### config.mk
export PLATFORM = sky130hd
export DESIGN_NAME = uart_tx_arbiter
export DESIGN_NICKNAME = d
export VERILOG_FILES = /design/src/rtl/uart_tx_arbiter_pkg.sv /design/src/rtl/uart_tx_arbiter_rr_pick.sv /design/src/rtl/uart_tx_arbiter.sv
export SDC_FILE = /design/constraint.sdc
export NUM_CORES = 1
export LEC_CHECK = 0
export ABC_AREA = 1
export CELL_PAD_IN_SITES_DETAIL_PLACEMENT = 1
export CELL_PAD_IN_SITES_GLOBAL_PLACEMENT = 2
export CORE_ASPECT_RATIO = 1.1
export CORE_MARGIN = 10
export CORE_UTILIZATION = 26
export DETAILED_ROUTE_END_ITERATION = 12
export GPL_TIMING_DRIVEN = 0
export PLACE_DENSITY_LB_ADDON = 0.12
export SLEW_MARGIN = 30
export SYNTH_ARGS = -nofsm -noshare
export SYNTH_HDL_FRONTEND = slang
export SYNTH_SLANG_ARGS = --single-unit
### constraint.sdc
create_clock -name clk -period 3.5 [get_ports clk]
set_input_delay 0.7 -clock clk [delete_from_list [all_inputs] [get_ports clk]]
set_output_delay 0.7 -clock clk [all_outputs]
set_load 0.1 [all_outputs]
### src/rtl/uart_tx_arbiter_pkg.sv
// uart_tx_arbiter_pkg: FSM state encoding and round-robin pick helper shared by the arbiter files
package uart_tx_arbiter_pkg;

    localparam logic [1:0] ST_IDLE    = 2'd0;
    localparam logic [1:0] ST_START   = 2'd1;
    localparam logic [1:0] ST_SENDING = 2'd2;
    localparam logic [1:0] ST_RELEASE = 2'd3;

    // Returns {any, winner}: first set bit of req scanning from last+1, wrapping modulo n.
    function automatic logic [4:0] rr_next(input logic [15:0] req, input logic [3:0] last, input int n);
        logic [4:0] r;
        r = '0;
        for (int i = 16; i >= 1; i--)
            if (i <= n && req[(int'(last) + i) % n])
                r = {1'b1, 4'((int'(last) + i) % n)};
        return r;
    endfunction

endpackage

### src/rtl/uart_tx_arbiter_rr_pick.sv
// rr_pick: combinational round-robin priority encoder over N requesters
module rr_pick
    import uart_tx_arbiter_pkg::*;
#(
    parameter int N  = 4,
    parameter int IW = 2
) (
    input  logic [N-1:0]  req,
    input  logic [IW-1:0] last,
    output logic [IW-1:0] winner,
    output logic          any
);

    logic [4:0] r;

    assign r      = rr_next(16'(req), 4'(last), N);
    assign any    = r[4];
    assign winner = IW'(r[3:0]);

endmodule

### src/rtl/uart_tx_arbiter.sv
// uart_tx_arbiter: round-robin sharing of one UartTx between NUM_REQ byte producers with per-requester lock
module uart_tx_arbiter
    import uart_tx_arbiter_pkg::*;
#(
    parameter int NUM_REQ       = 4,
    parameter int START_TIMEOUT = 15,
    localparam int IW = (NUM_REQ > 1) ? $clog2(NUM_REQ) : 1,
    localparam int CW = $clog2(START_TIMEOUT + 1)
) (
    input  logic                 clk,
    input  logic                 rst_n,
    input  logic [NUM_REQ-1:0]   req,
    input  logic [8*NUM_REQ-1:0] req_data,
    input  logic [NUM_REQ-1:0]   lock,
    output logic [NUM_REQ-1:0]   ack,
    output logic [NUM_REQ-1:0]   done,
    output logic                 err,
    output logic                 grant_valid,
    output logic [IW-1:0]        grant_id,
    output logic [7:0]           uart_data,
    output logic                 uart_go,
    input  logic                 uart_bsy
);

    logic [1:0]    state;
    logic [CW-1:0] cnt;
    logic [IW-1:0] last;
    logic [IW-1:0] rr_w;
    logic [IW-1:0] win;
    logic          rr_any;

    rr_pick #(.N(NUM_REQ), .IW(IW)) u_pick (
        .req    (req),
        .last   (last),
        .winner (rr_w),
        .any    (rr_any)
    );

    assign win = (lock[last] && req[last]) ? last : rr_w;

    always_ff @(posedge clk or negedge rst_n) begin
        if (!rst_n) begin
            state       <= ST_IDLE;
            cnt         <= '0;
            last        <= IW'(NUM_REQ - 1);
            ack         <= '0;
            done        <= '0;
            err         <= 1'b0;
            grant_valid <= 1'b0;
            grant_id    <= '0;
            uart_data   <= '0;
            uart_go     <= 1'b0;
        end else begin
            ack  <= '0;
            done <= '0;
            err  <= 1'b0;
            case (state)
                ST_IDLE: if (rr_any) begin
                    uart_data   <= req_data[{win, 3'b000} +: 8];
                    ack         <= NUM_REQ'(1) << win;
                    uart_go     <= 1'b1;
                    grant_valid <= 1'b1;
                    grant_id    <= win;
                    last        <= win;
                    cnt         <= '0;
                    state       <= ST_START;
                end
                ST_START: if (uart_bsy) begin
                    state <= ST_SENDING;
                end else if (cnt == CW'(START_TIMEOUT - 1)) begin
                    uart_go <= 1'b0;
                    err     <= 1'b1;
                    state   <= ST_RELEASE;
                end else begin
                    cnt <= cnt + 1'b1;
                end
                ST_SENDING: if (!uart_bsy) begin
                    done    <= NUM_REQ'(1) << grant_id;
                    uart_go <= 1'b0;
                    state   <= ST_RELEASE;
                end
                default: begin
                    grant_valid <= 1'b0;
                    state       <= ST_IDLE;
                end
            endcase
        end
    end

endmodule

==> summary.txt <==
Clocking
  – Worst skew pair latency: 0.27 ns
  – Max clock buf depth: 2
  – Hold Buf Count CTS: 0
  – Max H-tree Level: 2
  – Root buffer cell: clkbuf_8
  – Worst-path clk slew: 0.06 ns
  – Clock sinks: 29
  – Post-CTS sizing: 0
  – Post-CTS setup buffers: 0
  – Num CTS Buffers: 5
  – CTS tree: built

GRT
  – Global Route met2 Usage: 18.6%
  – Busiest layer in global routing: met2
  – Initial antenna violation count: 0
  – Vias in the first global route: 2033
  – Tot GR Track Use: 11.4%
  – M3 GR Usage: 5.36%
  – Overflow after GRT: 0
  – First-pass GRT wire length: 10100 um
  – M1 GR Usage: 13.3%
  – Pin count of the biggest net entering global routing: 16

Timing
  – Fin crit share: 72.1%
  – Setup TNS: 0 ns
  – Least-Margin Pin Slew: 1.04 ns
  – Slew margin rel.: 30.6%
  – RSZ-0062 raised after global routing: false
  – Slew Limit Fails: 0
  – Final hold viol count: 0
  – FMAX: 0.396 GHz
  – Fin Clk Skew: 0.00327 ns
  – Min Tclk post-route: 2.52 ns
  – Final setup viols: 0

Floorplan
  – Core footprint: 0.00693 sq mm
  – Die Span Y: 108 um
  – Starting density of the core: 26.5%
  – Cell Rows: 32
  – Die W: 100 um
  – I/O Pins: 64
  – Die ar.: 0.0108 sq mm

Setup path
  – Crit end category: output pin
  – Crit path cell chain: clkdlybuf4s50_1
  – Crit path launch: grant_id[0]$_DFFE_PN0P_
  – Crit path required time: 2.80 ns
  – Reg-to-Reg Start: last[0]$_DFFE_PN1P_
  – Slowest stage delay, CP: 1.16 ns
  – Crit path launch type: flip-flop
  – Crit-path max FO: 4
  – Critical path's top delay family: buffers and inverters
  – CP arrival: 1.82 ns
  – Crit path buffers/inverters: 1
  – Master of the slowest instance on the critical path: clkdlybuf4s50_1
  – Crit path kind: reg -> out

Finish
  – Fillers: 874
  – Commonest non-fill, non-tap cell in the layout: nand2_1
  – # diodes: 0
  – Fraction of layout cells with a size suffix above 1: 11.1%
  – Highest-count cells in the layout ignoring fill and taps: nand2_1 (74), clkdlybuf4s50_1 (62), nand3_1 (32)
  – Syn-to-layout area delta: 45.8%
  – Nets: 373

Route
  – Initial DRC count: 28
  – First-pass iteration count of the detailed router: 4
  – Routed Antenna Nets: 0
  – Wire per inst: 14.5 um
  – Final WL: 5940 um
  – Via count: 1821
  – Via density: 4.44
  – DRC: 0

Worst hold path
  – HP Class: in -> async

Synth
  – Primary FF master, synth: dfrtp_1
  – Synthesized area: 0.00184 sq mm
  – Post-Synth XOR/XNOR Area: 0.954%
  – Adder-cell share of the synthesized area: 4.09%
  – Synth Area in Compound Gates: 6.68%
  – Post-synthesis cell type with the largest combined area: dfrtp_1
  – Yosys cell types: 28
  – Area fraction of the dominant cell type after synthesis: 36.8%
  – Asr flop ratio synth: 100%
  – Combinational family with the most area after synthesis: simple AND/OR/NAND/NOR gates
  – Number of flops mapped to enable cells by yosys: 0
  – Synth Warn #: 0
  – Largest cells by area after synthesis: dfrtp_1 (37%), nand2_1 (15%), nand3_1 (8.7%), nor2_1 (5.3%), inv_1 (5.1%)
  – Syn_area_per_cell: 7.26 sq um
  – Post-Synthesis Cells: 253
  – Post-synthesis mux area share: 0%
  – Post-synthesis sequential area ratio: 39.6%
  – Seq cells post-synth: 29
  – Syn Nets: 302
  – Post-Synth Simple-Gate Area: 39.2%

Placed design
  – RePlAce Congestion: 0.787
  – Port bufs: 63
  – HPWL after DPL: 4840 um

Flow run
  – Max-Cap Viols: 0

Outcome
  – Outcome: complete, no violations
layer usage:
metal  wire (um)  part of all wire, %
met1        2680                   45
met2        2650                   45
met3         550                  9.3
met4          51                 0.86
met5           0                    0
per-stage QoR:
stage / area (sq um) / std cells / setup slack, ns / util, % / hold WS [ns]
global route: 2680 / 410 / 0.921 / 38.7 / 0.369
CTS: 2680 / 410 / 0.961 / 38.7 / 0.357
floorplan: 1840 / 253 / 1.64 / - / 0.404
detailed placement: 2600 / 402 / 0.907 / 37.5 / 0.478
finish: 2680 / 410 / 0.976 / 38.7 / 0.348
global placement: 2570 / 401 / 0.915 / 37.2 / 0.474
cells by family after synthesis:
kind of cell               after synthesis
and+or+nand+nor                        160
buffers and inverters                   35
DFF                                     29
AOI/OAI and AO/OA                       21
adders and majority gates                6
xor gates and xnor gates                 2
worst paths after layout:
path	end	cells past startpoint	slack, ns
min in group clk	done[0]$_DFF_PN0_	1	0.48
max	grant_id[0]	1	0.98
max reg2reg	uart_data[4]$_DFFE_PN0P_	12	1.35
min reg2reg	done[0]$_DFF_PN0_	1	0.48
min	uart_data[5]$_DFFE_PN0P_	1	0.35
max in group asynchronous	uart_data[0]$_DFFE_PN0P_	2	2.74
synthesized netlist by cell type, types with 2 or more instances:
library cell	n
buf_4	2
nor2_4	2
nand2_1	74
nand3_1	32
dfrtp_1	27
o21ai_0	5
ha_1	6
o31ai_1	5
inv_1	25
a21oi_1	7
nand2_2	7
o21ai_1	2
or2_2	4
dfstp_2	2
buf_6	4
inv_2	2
nor2_1	26
nor3_1	9
or2_1	3
sequential cells by signal, summed over array words and instances, names as in the netlist:
register	flops
grant_id	2
done	4
state	2
cnt	4
err	1
uart_data	8
uart_go	1
grant_valid	1
ack	4
last	2
cell type report:
class,count,area (sq um),area share (%)
multi-input combinational,189,936,34.9
sequential,29,728,27.2
timing repair buffer,64,653,24.4
inverter,28,108,4.02
tap,85,106,3.97
clock buffer,6,72.6,2.71
buffer,7,65.1,2.43
clock inverter,2,10.0,0.374
Power is left out: the tool's default activity adds up to more than one toggle a clock period on the data nets, which glitch-free logic cannot reach.
